### config.mk
export PLATFORM = sky130hd
export DESIGN_NAME = pipe_ctrl
export DESIGN_NICKNAME = d
export VERILOG_FILES = /design/src/rtl/pipe_ctrl.sv
export SDC_FILE = /design/constraint.sdc
export NUM_CORES = 1
export LEC_CHECK = 0
export BUFFER_PORTS_ARGS = -buffer_cell sky130_fd_sc_hd__buf_2
export CORE_ASPECT_RATIO = 0.75
export CORE_MARGIN = 5
export CORE_UTILIZATION = 41
export CTS_CLUSTER_SIZE = 12
export DETAILED_ROUTE_END_ITERATION = 10
export PLACE_DENSITY = 0.77
export SYNTH_ARGS = -nofsm -noshare
export SYNTH_HDL_FRONTEND = slang
export SYNTH_SLANG_ARGS = --single-unit
export TNS_END_PERCENT = 50
### constraint.sdc
create_clock -name clk_i -period 1.75 [get_ports clk_i]
set_clock_uncertainty 0.15 [all_clocks]
set_input_delay 0.0875 -clock clk_i [delete_from_list [all_inputs] [get_ports clk_i]]
set_output_delay 0.0875 -clock clk_i [all_outputs]
set_load 0.05 [all_outputs]
### src/rtl/pipe_ctrl.sv
`default_nettype none
// ============================================================================
// pipe_ctrl : merges stall sources into a hold level, arbitrates branch and
//             interrupt redirects, and sequences the post-redirect flush.
// Revision  : 1.0
// ============================================================================
module pipe_ctrl #(
  parameter int ADDR_WIDTH   = 32,
  parameter int FLUSH_CYCLES = 2
) (
  input  logic                  clk_i,
  input  logic                  rst_i,
  input  logic                  bus_hold_i,
  input  logic                  div_busy_i,
  input  logic                  load_use_i,
  input  logic                  ex_jump_i,
  input  logic [ADDR_WIDTH-1:0] ex_jump_addr_i,
  input  logic                  int_req_i,
  input  logic [ADDR_WIDTH-1:0] int_addr_i,
  output logic                  int_ack_o,
  output logic [2:0]            hold_flag_o,
  output logic                  jump_flag_o,
  output logic [ADDR_WIDTH-1:0] jump_addr_o,
  output logic                  flush_o
);

  typedef enum logic [1:0] {
    ST_IDLE  = 2'd0,
    ST_PEND  = 2'd1,
    ST_ISSUE = 2'd2,
    ST_FLUSH = 2'd3
  } state_t;

  localparam logic [2:0] FLUSH_INIT = 3'(FLUSH_CYCLES - 1);

  state_t                state;
  state_t                state_nxt;
  logic [2:0]            flush_cnt;
  logic [2:0]            flush_cnt_nxt;
  logic [ADDR_WIDTH-1:0] target;
  logic [ADDR_WIDTH-1:0] target_nxt;
  logic                  redirecting;
  logic                  int_accept;
  logic                  jump_accept;

  assign redirecting = (state == ST_ISSUE) || (state == ST_FLUSH);

  // Stalls raised by wrong-path instructions are ignored once a redirect is issuing.
  always_comb begin
    hold_flag_o = 3'd0;
    if (rst_i) begin
      hold_flag_o = 3'd0;
    end else if (bus_hold_i) begin
      hold_flag_o = 3'd4;
    end else if (!redirecting) begin
      if (div_busy_i) begin
        hold_flag_o = 3'd3;
      end else if (load_use_i) begin
        hold_flag_o = 3'd2;
      end
    end
  end

  assign int_accept  = (state == ST_IDLE) && int_req_i;
  assign jump_accept = (state == ST_IDLE) && ex_jump_i && !div_busy_i && !int_req_i;
  assign int_ack_o   = int_accept && !rst_i;

  assign jump_flag_o = (state == ST_ISSUE);
  assign flush_o     = redirecting;
  assign jump_addr_o = target;

  always_comb begin
    state_nxt     = state;
    flush_cnt_nxt = flush_cnt;
    target_nxt    = target;
    case (state)
      ST_IDLE: begin
        if (int_accept || jump_accept) begin
          target_nxt = int_accept ? int_addr_i : ex_jump_addr_i;
          state_nxt  = bus_hold_i ? ST_PEND : ST_ISSUE;
        end
      end
      ST_PEND: begin
        if (!bus_hold_i) begin
          state_nxt = ST_ISSUE;
        end
      end
      ST_ISSUE: begin
        // pc_reg takes the jump in the first cycle the hold level is clear.
        if (!bus_hold_i) begin
          if (FLUSH_CYCLES == 1) begin
            state_nxt = ST_IDLE;
          end else begin
            state_nxt     = ST_FLUSH;
            flush_cnt_nxt = FLUSH_INIT;
          end
        end
      end
      ST_FLUSH: begin
        if (!bus_hold_i) begin
          flush_cnt_nxt = flush_cnt - 3'd1;
          if (flush_cnt == 3'd1) begin
            state_nxt = ST_IDLE;
          end
        end
      end
      default: begin
        state_nxt = ST_IDLE;
      end
    endcase
  end

  always_ff @(posedge clk_i) begin
    if (rst_i) begin
      state     <= ST_IDLE;
      flush_cnt <= 3'd0;
      target    <= '0;
    end else begin
      state     <= state_nxt;
      flush_cnt <= flush_cnt_nxt;
      target    <= target_nxt;
    end
  end

endmodule
`default_nettype wire

Yosys cells after proc, flatten, opt, wreduce, memory -nomap -nowiden
Cells that the tools add are included.
{ "word_totals": {"ff_bits": 37, "output_inout_bits": 38, "wordCells": 44} }
{ "op_classes": {"n_addsub": 1, "eq_ne": 9, "mux": 16, "reduce_logical": 15} }
{ "op_table": {"columns": ["op", "n"], "rows": [
  ["$mux 32", 1],
  ["$mux 2", 9],
  ["$mux 3", 4],
  ["$pmux 2 s4", 1],
  ["$ne 2x2->1 const B", 3],
  ["$pmux 3 s2", 1],
  ["$logic_and 1x1->1", 5],
  ["$reduce_and 5->1", 1],
  ["$eq 2x2->1 const B", 2],
  ["$ne 2x1->1 const B", 2],
  ["$eq 3x1->1 const B", 1],
  ["$logic_not 1->1", 3],
  ["$reduce_and 3->1", 1],
  ["$sub 3x1->3 const B", 1],
  ["$eq 2x1->1 const B", 1],
  ["$logic_not 2->1", 1],
  ["$logic_or 1x1->1", 2],
  ["$reduce_and 2->1", 1],
  ["$reduce_bool 2->1", 1]
]} }

Longest topological paths before layout
Gate-level depths: netlist of run 1.
{ "depth": {"depth_word": 7, "depth_mapped": 8} }

Least setup slack after synthesis of run 1
Ideal clock, no wire load.
{ "synth_path": {"path_kind": "register to output", "start": "register state[0]", "end": "output port hold_flag_o[0]", "t_arrival_ns": 1.987, "setup_slack_ns": -0.475, "path_stages_with_launch": 6, "n_path_buf": 0, "cell_sequence": "dfxtp_1 -> inv_1 -> ha_1 -> or2_1 -> nor3_1 -> and2_1"} }
{ "synth_via": {"elab_chain_cells": 5, "word_cells_on_any_way": 6, "classes_between": "eq/ne: 2; mux: 3; reduce/logical: 1"} }
{ "synth_rtl": {"columns": ["item", "line_no", "rtl"], "rows": [
  ["start, declared", "36", "state_t state;"],
  ["start signal, assigned", "119", "state <= state_nxt;"],
  ["$eq 2x2->1", null, null],
  ["net jump_flag_o", "22", "output logic jump_flag_o,"],
  ["$logic_or 1x1->1", "46", "assign redirecting = (state == ST_ISSUE) || (state == ST_FLUSH);"],
  ["net flush_o", "24", "output logic flush_o"],
  ["$mux 2", "55", "end else if (!redirecting) begin"],
  ["$mux 3", "53", "end else if (bus_hold_i) begin"],
  ["$mux 3", "51", "if (rst_i) begin"],
  ["end, declared", "21", "output logic [2:0] hold_flag_o,"]
]} }
The timed path passes the listed nets, and every way through them passes these cells.

Final worst setup path of run 1
{ "layout_path": {"start": "register state[0]", "end": "output port hold_flag_o[1]"} }
{ "layout_via": {"elab_chain_cells": 5, "word_cells_on_any_way": 6, "classes_between": "eq/ne: 2; mux: 3; reduce/logical: 1"} }
{ "layout_rtl": {"columns": ["item", "line_no"], "rows": [
  ["$eq 2x2->1", "46"],
  ["$logic_or 1x1->1 (*)", "46"],
  ["$mux 2 (*)", "55"],
  ["$mux 3 (*)", "53"],
  ["$mux 3 (*)", "51"]
]} }
Every way passes the cells marked *; elsewhere a longest branch is shown, timed or not.

==> results of run 1 <==
-- synth_stat cells --
master	number
nor3_1	1
or2_1	1
buf_1	1
o21a_1	2
buf_4	1
buf_2	5
clkbuf_1	7
buf_6	8
nor2b_1	2
nand4b_1	1
nand3_1	32
a311oi_2	32
a21oi_1	3
ha_1	6
a31oi_1	1
o21ai_0	1
nor2_1	39
and2_1	1
o31ai_1	2
inv_1	7
dfxtp_1	37
mux2i_1	2
nand2_1	34
a22oi_1	1
nor3b_1	1
o21ai_1	1
or4_1	2
-- how the worst min path moves through the flow --
stage	from	endpoint	slack (ns)	cells past startpoint
after floorplan	rst_i	state[0]	0.12	2
after global placement	rst_i	state[0]	0.23	2
after detailed placement	rst_i	state[0]	0.24	2
after CTS	int_addr_i[4]	jump_addr_o[4]	0.001	3
after global routing	int_addr_i[4]	jump_addr_o[4]	0.01	3
final	int_addr_i[4]	jump_addr_o[4]	0.02	3
-- power by group --
part           leakage, nW  switching, mW  internal (mW)
logic                 1.23           2.57           1.31
registers            0.308          0.190           1.17
clock network       0.0585          0.310          0.465
-- cells in the final DEF, fill, tap and decap left out, drive strengths merged, types with 3 or more instances in the layout --
cell type	instances
nor2	39
clkbuf	8
a311oi	32
a21oi	3
dlygate4sd3	64
nand2	34
dfxtp	37
ha	6
inv	7
nand3	32
buf	122
-- final cells by class --
class	count	area, sq um	area share [%]
timing repair buffer	187	1370	38.7
multi-input combinational	165	1200	34.0
sequential	37	748	21.1
clock buffer	7	86.3	2.44
tap	60	75.1	2.12
clock inverter	1	30.0	0.848
inverter	7	28.8	0.812
-- registers in the layout, summed over array words and instances, names as in the netlist --
register     count
state            2
jump_addr_o     32
flush_cnt        3
-- metal layers --
| layer | vias up | share of wire, % | wire [um] |
|---|---|---|---|
| met1 | 1153 | 39 | 2960 |
| met5 | - | 0 | 0 |
| met2 | 137 | 50 | 3820 |
| met4 | 0 | 4.3 | 328 |
| li1 | 1167 | - | - |
| met3 | 33 | 6.9 | 528 |
-- critical path, stage by stage (launching register included) --
cell and delay, ns:
dfxtp_4 0.38, inv_4 0.05, ha_4 0.16, or2_4 0.26
nor3_4 0.13, o21a_2 0.17, buf_8 0.14
-- through the flow --
step / util, % / hold slack (ns)
6_report: 72.7 / 0.0176
5_1_grt: 72.7 / 0.0105
4_1_cts: 71.2 / 0.00136
3_5_place_dp: 54.6 / 0.239
3_3_place_gp: 54.6 / 0.231
2_1_floorplan: - / 0.122
-- logic make-up (layout without fill, tap and decap cells) --
family | Yosys count | count (layout) | share of synthesized area, %
buffers and inverters | 29 | 202 | 8.69
multiplexers | 2 | 2 | 0.972
AND/OR/NAND/NOR | 114 | 114 | 24.1
AO/OA/AOI/OAI | 43 | 43 | 26.7
flip-flops | 37 | 37 | 36.0
adder cells (fa/ha/maj) | 6 | 6 | 3.65
-- repair_timing --
item / CTS / global route
buffers inserted: 1 / 1
hold buffers: 64 / 0
pin swaps: 1 / 1
hold endpoints to repair: 34 / 0
gates resized for setup: 16 / 10
endpoints found under the setup margin: 25 / 34
gates cloned: 0 / 1
==> summary.md, run 1 <==
| Metric | Value |
|---|---|
| Status | `complete, but fails checks` |
| Failing checks | `setup timing` |
| Synth top area cells | `dfxtp_1, a311oi_2, nand3_1` |
| Slew @ Worst Pin | `0.441 ns` |
| Remaining global-route overflow | `0` |
| Clk_lat worst skew | `0.29 ns` |
| Critical path destination | `hold_flag_o[1]` |
| Synth cell types | `27` |
| Max-cap violations | `0` |
| All-Layer GR Usage | `22.3%` |
| Sink Count | `37` |
| Hpwl dp | `4260 um` |
| Worst IR Drop VDD | `0.000974 V` |
| RSZ-0062 raised after global routing | `yes` |
| Area share of the largest cell type after synthesis | `36.0%` |
| Final period util | `104%` |
| DP Area | `0.00266 sq mm` |
| FF-to-FF path depth | `6` |
| Die ar. | `0.00656 sq mm` |
| Cts bufs inserted | `5` |
| Post-synthesis register bit count | `37` |
| Max_slew headroom | `70.6%` |
| Pre-CTS setup slack | `-0.0953 ns` |
| Critical path arrival | `1.59 ns` |
| CP Launch Type | `flip-flop` |
| Syn Nets | `308` |
| Fmax | `0.548 GHz` |
| Synth area leader | `dfxtp_1` |
| Initial antenna violation count | `0` |
| Area growth from synthesis to layout | `72.0%` |
| H-tree Lvls | `2` |
| Setup TNS | `-0.173 ns` |
| Met1 usage | `24.2%` |
| Row count | `22` |
| Diode count | `0` |
| Slew Viols, Final | `0` |
| Placer Congestion | `0.799` |
| Setup ws final | `-0.0746 ns` |
| Reg2reg start | `state[0]` |
| Non-filler instance count after layout | `464` |
| Wire per inst | `16.5 um` |
| Number of cells after detailed placement | `389` |
| HP Class | `input port to flip-flop` |
| Largest net degree at the start of global routing | `37` |
| Crit. End Element | `primary output` |
| Die H | `71.4 um` |
| Reg2Reg Capture Point | `state[0]` |
| CTS max path bufs | `2` |
| Syn avg cell area | `8.92 sq um` |
| Die W | `91.8 um` |
| Most Crowded Layer GR | `met2` |
| DR pass1 iterations | `4` |
| Mapped Area | `0.00206 sq mm` |
| Leakage | `1.59 nW` |
| R2r setup slk | `-0.04 ns` |
| Critical Path RT | `1.51 ns` |
| IO Port Bufs | `108` |
| Via count | `2490` |
| Iteration-0 DRC Markers | `97` |
| DRC violations left | `0` |
| Boundary pin count | `109` |
| Routing usage on met3 | `5.56%` |
| Detail Route Antenna Nets | `0` |
| Critical path launch point | `state[0]` |
| Final Hold Vio Count | `0` |
| CTS clk-pin slew, worst paths | `0.07 ns` |
| Worst-path fanout max | `3` |
| Post-Syn Instances | `231` |
| Ratio of cells with drive above 1 in the final layout | `44.1%` |
| YS warnings | `0` |
| CTS tree | `yes` |
| Power, Total | `6.02 mW` |
| Global-route wire length before repair | `11700 um` |
| Initial Utilization | `42.3%` |
| M2 GR Usage | `40.0%` |
| Clk Tree Root Cell | `clkbuf_8` |
| Vias/cell | `5.37` |
| PD cells | `1700 mW/mm^2` |
| Vias in the first global route | `2486` |
| Minimum clock period | `1.82 ns` |
| WS Path Type | `flip-flop to primary output` |
| Core area | `0.00487 sq mm` |
| Fillers | `335` |
| Final setup viols | `3` |
| Post-synthesis sequential area ratio | `36.0%` |
| Final instance area | `0.00354 sq mm` |
| Final WL | `7640 um` |
| Final nets | `480` |
Note: power is estimated with default switching activity, not from simulation.
==> run 2: changes to the inputs <==
==> config.mk (replaced) <==
export PLATFORM = sky130hd
export DESIGN_NAME = pipe_ctrl
export DESIGN_NICKNAME = d
export VERILOG_FILES = /design/src/rtl/pipe_ctrl.sv
export SDC_FILE = /design/constraint.sdc
export NUM_CORES = 1
export LEC_CHECK = 0
export CORE_ASPECT_RATIO = 0.75
export CORE_MARGIN = 5
export CORE_UTILIZATION = 56
export CTS_CLUSTER_SIZE = 12
export DETAILED_ROUTE_END_ITERATION = 10
export DONT_BUFFER_PORTS = 1
export PLACE_DENSITY = 0.74
export SKIP_CTS_REPAIR_TIMING = 1
export SYNTH_ARGS = -nofsm -noshare
export SYNTH_HDL_FRONTEND = slang
export SYNTH_SLANG_ARGS = --single-unit
export TNS_END_PERCENT = 50
==> summary.md, run 2 (synthesis results as in run 1) <==
| Metric | Value |
|---|---|
| Status | `complete, but fails checks` |
| Failing checks | `hold timing, setup timing` |
| Ratio of cells with drive above 1 in the final layout | `37.9%` |
| Core area | `0.00361 sq mm` |
| Crit. End Element | `primary output` |
| Die W | `80.0 um` |
| Leakage | `1.01 nW` |
| Detail Route Antenna Nets | `0` |
| Final Hold Vio Count | `37` |
| Clk_lat worst skew | `0.28 ns` |
| Vias/cell | `5.64` |
| Final setup viols | `1` |
| Clk Tree Root Cell | `clkbuf_8` |
| Vias in the first global route | `1675` |
| DR pass1 iterations | `4` |
| Most common cell after layout, fill and taps aside | `buf_4` |
| DP Area | `0.00235 sq mm` |
| IO Port Bufs | `0` |
| Global-route wire length before repair | `7810 um` |
| Final WL | `5150 um` |
| Row count | `19` |
| Remaining global-route overflow | `0` |
| Fmax | `0.566 GHz` |
| Wire per inst | `16.3 um` |
| Slew Viols, Final | `0` |
| Largest register FFs | `32` |
| Sink Count | `37` |
| PD cells | `2240 mW/mm^2` |
| Worst-path fanout max | `4` |
| Final instance area | `0.00254 sq mm` |
| Number of cells after detailed placement | `304` |
| HP Class | `input port to flip-flop` |
| Final period util | `101%` |
| Hold slack | `-0.276 ns` |
| CP Launch Type | `flip-flop` |
| H-tree Lvls | `2` |
| WS Path Type | `flip-flop to primary output` |
| Initial antenna violation count | `0` |
| Critical Path RT | `1.51 ns` |
| Largest net degree at the start of global routing | `43` |
| Via count | `1783` |
| CTS max path bufs | `2` |
| Max_slew headroom | `71.5%` |
| RSZ-0062 raised after global routing | `yes` |
| Minimum clock period | `1.77 ns` |
| Cts bufs inserted | `5` |
| All-Layer GR Usage | `19.6%` |
| Max-cap violations | `0` |
| Diode count | `0` |
| Power, Total | `5.68 mW` |
| Critical path arrival | `1.53 ns` |
| Placer Congestion | `0.762` |
| Area growth from synthesis to layout | `23.4%` |
| Worst IR Drop VDD | `0.00123 V` |
| Iteration-0 DRC Markers | `88` |
| DRC violations left | `0` |
| Initial Utilization | `57.0%` |
| Hpwl dp | `3580 um` |
| Setup ws final | `-0.0173 ns` |
| Die ar. | `0.00500 sq mm` |
| Final nets | `340` |
| Pre-CTS setup slack | `-0.0906 ns` |
| Die H | `62.5 um` |
| Boundary pin count | `109` |
| Most frequent cells in the layout | `buf_4, nor2_1, dfxtp_1, nand2_1` |
| Slew @ Worst Pin | `0.427 ns` |
| CTS clk-pin slew, worst paths | `0.07 ns` |
| Non-filler instance count after layout | `316` |
| CTS tree | `yes` |
[run 2: where the power goes]
part | switching, mW | internal (mW)
clock | 0.304 | 0.281
combinational | 2.41 | 1.34
sequential | 0.185 | 1.17
total | 2.90 | 2.78
[run 2: final cells by class]
class | count | area [sq um]
timing repair buffer | 47 | 412
fill | 280 | 1070
multi-input combinational | 165 | 1200
tap | 52 | 65.1
sequential | 37 | 746
inverter | 7 | 28.8
clock inverter | 2 | 15.0
clock buffer | 6 | 72.6
[run 2: path summary, 6_finish.rpt]
check	start	endpoint	slack (ns)	depth (start not counted)
hold / removal	rst_i	jump_addr_o[1]	-0.28	1
setup / recovery	state[0]	hold_flag_o[0]	-0.02	5
hold reg to reg	flush_cnt[2]	flush_cnt[2]	0.32	2
setup reg to reg	state[1]	state[0]	0.05	6
[run 2: stage by stage]
stage / TNS, ns / utilization [%]
after floorplan: 0 / -
after global placement: -0.00513 / 65.1
after detailed placement: -1.28 / 65.1
after CTS: -2.54 / 67.6
after global routing: -0.155 / 70.3
final: -0.0173 / 70.3
[run 2: layer usage]
layer  vias up  part of all wire, %  track usage, %
met1       816                   42            23.7
li1        890                    -               -
met3        11                  9.2            7.78
met2        66                   47            30.7
met4         0                  1.9            8.23
met5         -                    0               0
[run 2: worst max-delay path: stages (launching register included)]
cell and delay [ns]:
dfxtp_4 0.38, inv_4 0.05, ha_4 0.16, or2_4 0.26, nor3_4 0.13, and2_4 0.26
==> run 3: changes to the inputs <==
--- a/config.mk
+++ b/config.mk
@@ -11,7 +11,8 @@
 export CTS_CLUSTER_SIZE = 12
 export DETAILED_ROUTE_END_ITERATION = 10
 export DONT_BUFFER_PORTS = 1
-export PLACE_DENSITY = 0.74
+export HOLD_SLACK_MARGIN = 0.03
+export PLACE_DENSITY = 0.8
 export SKIP_CTS_REPAIR_TIMING = 1
 export SYNTH_ARGS = -nofsm -noshare
 export SYNTH_HDL_FRONTEND = slang
==> summary.md, run 3 (synthesis results as in run 1) <==
| Metric | Value |
|---|---|
| Most common cell after layout, fill and taps aside | `buf_4` |
| Final instance area | `0.00258 sq mm` |
| Initial antenna violation count | `0` |
| Clk Tree Root Cell | `clkbuf_8` |
| Die ar. | `0.00500 sq mm` |
| Reg2Reg Capture Point | `state[1]` |
| Cts bufs inserted | `5` |
| Fmax | `0.553 GHz` |
| Placer Congestion | `0.734` |
| Ratio of cells with drive above 1 in the final layout | `37.3%` |
| Largest net degree at the start of global routing | `43` |
| CP Launch Type | `flip-flop` |
| DP Area | `0.00236 sq mm` |
| Minimum clock period | `1.81 ns` |
| Max-cap violations | `0` |
| CTS max path bufs | `2` |
| HP Class | `input port to flip-flop` |
| Most frequent cells in the layout | `buf_4, nor2_1, dfxtp_1, nand2_1` |
| PD cells | `2290 mW/mm^2` |
| Vias in the first global route | `1827` |
| R2r setup slk | `0.05 ns` |
| Core area | `0.00361 sq mm` |
| Global-route wire length before repair | `8220 um` |
| Vias/cell | `5.79` |
| Via count | `1823` |
| Hold slack | `-0.286 ns` |
| Crit. End Element | `primary output` |
| Number of cells after detailed placement | `305` |
| Failing checks | `hold timing, setup timing` |
| Sink of the worst hold path | `flush_cnt[2]` |
| IO Port Bufs | `0` |
| H-tree Lvls | `2` |
| Final nets | `339` |
| Final WL | `5350 um` |
| Status | `complete, but fails checks` |
| RSZ-0062 raised after global routing | `yes` |
| Final Hold Vio Count | `37` |
| Max_slew headroom | `75.8%` |
| Diode count | `0` |
| Reg2reg start | `state[1]` |
| Non-filler instance count after layout | `315` |
| Die W | `80.0 um` |
| Row count | `19` |
| Hold path cells | `1` |
| DR pass1 iterations | `4` |
| Setup ws final | `-0.0593 ns` |
| CTS tree | `yes` |
| Wire per inst | `17.0 um` |
| Detail Route Antenna Nets | `0` |
| FF-to-FF path depth | `6` |
| Critical Path RT | `1.51 ns` |
| DRC violations left | `0` |
| Slew @ Worst Pin | `0.363 ns` |
| Worst hold start | `rst_i` |
| Hpwl dp | `3650 um` |
| Area growth from synthesis to layout | `25.2%` |
| Critical path arrival | `1.57 ns` |
| Boundary pin count | `109` |
| Remaining global-route overflow | `0` |
| CTS clk-pin slew, worst paths | `0.08 ns` |
| Sink Count | `37` |
| Initial Utilization | `57.0%` |
| All-Layer GR Usage | `20.4%` |
| Setup TNS | `-0.120 ns` |
| WS Path Type | `flip-flop to primary output` |
| Clk_lat worst skew | `0.29 ns` |
| Die H | `62.5 um` |
| Worst IR Drop VDD | `0.00127 V` |
| Final period util | `103%` |
| Leakage | `1.02 nW` |
| Pre-CTS setup slack | `-0.107 ns` |
| Final setup viols | `3` |
| Largest register FFs | `32` |
| Worst-path fanout max | `4` |
| Iteration-0 DRC Markers | `129` |
| Slew Viols, Final | `0` |
==> run 3: power breakdown <==
group / total [mW] / switching, mW / leakage [nW] / internal (mW)
registers: 1.35 / 0.180 / 0.307 / 1.17
logic: 3.78 / 2.44 / 0.656 / 1.33
clock network: 0.777 / 0.313 / 0.0574 / 0.463
==> run 3: metrics by stage <==
step	utilization, %	power, mW	hold slack, ns
finish	71.4	5.90	-0.286
floorplan	-	4.15	0.122
CTS	68.7	5.72	-0.297
detailed placement	65.3	4.93	0.0149
global route	71.4	6.25	-0.310
global placement	65.3	4.83	0.0126
==> run 3: final cells by class <==
class	instances	area (sq um)
Inverter	7	28.8
Sequential cell	37	746
Fill cell	299	1030
Multi-Input combinational cell	165	1210
Timing Repair Buffer	46	408
Clock inverter	2	37.5
Tap cell	52	65.1
Clock buffer	6	82.6
==> run 3: layer usage <==
layer / GRT usage, % / up-vias / wire [um]
li1: - / 884 / -
met4: 8.23 / 0 / 52
met3: 8.65 / 7 / 564
met2: 33.0 / 91 / 2550
met5: 0 / - / 0
met1: 23.7 / 841 / 2180
==> run 3: worst max-delay path by stage <==
stage | start | end | slack [ns] | cells after the start
2_1_floorplan | state[0] | hold_flag_o[0] | 0.02 | 5
3_3_place_gp | state[1] | hold_flag_o[0] | -0.008 | 5
3_5_place_dp | state[0] | jump_addr_o[15] | -0.11 | 6
4_1_cts | state[1] | hold_flag_o[0] | -0.31 | 5
5_1_grt | state[1] | hold_flag_o[0] | -0.13 | 5
6_report | state[1] | hold_flag_o[0] | -0.06 | 5
==> run 3: worst max-delay path, cell delays in order (launching register included) <==
cell	delay (ns)
dfxtp_2	0.33
buf_6	0.12
ha_4	0.16
or2_4	0.26
nor3_4	0.14
and2_4	0.27
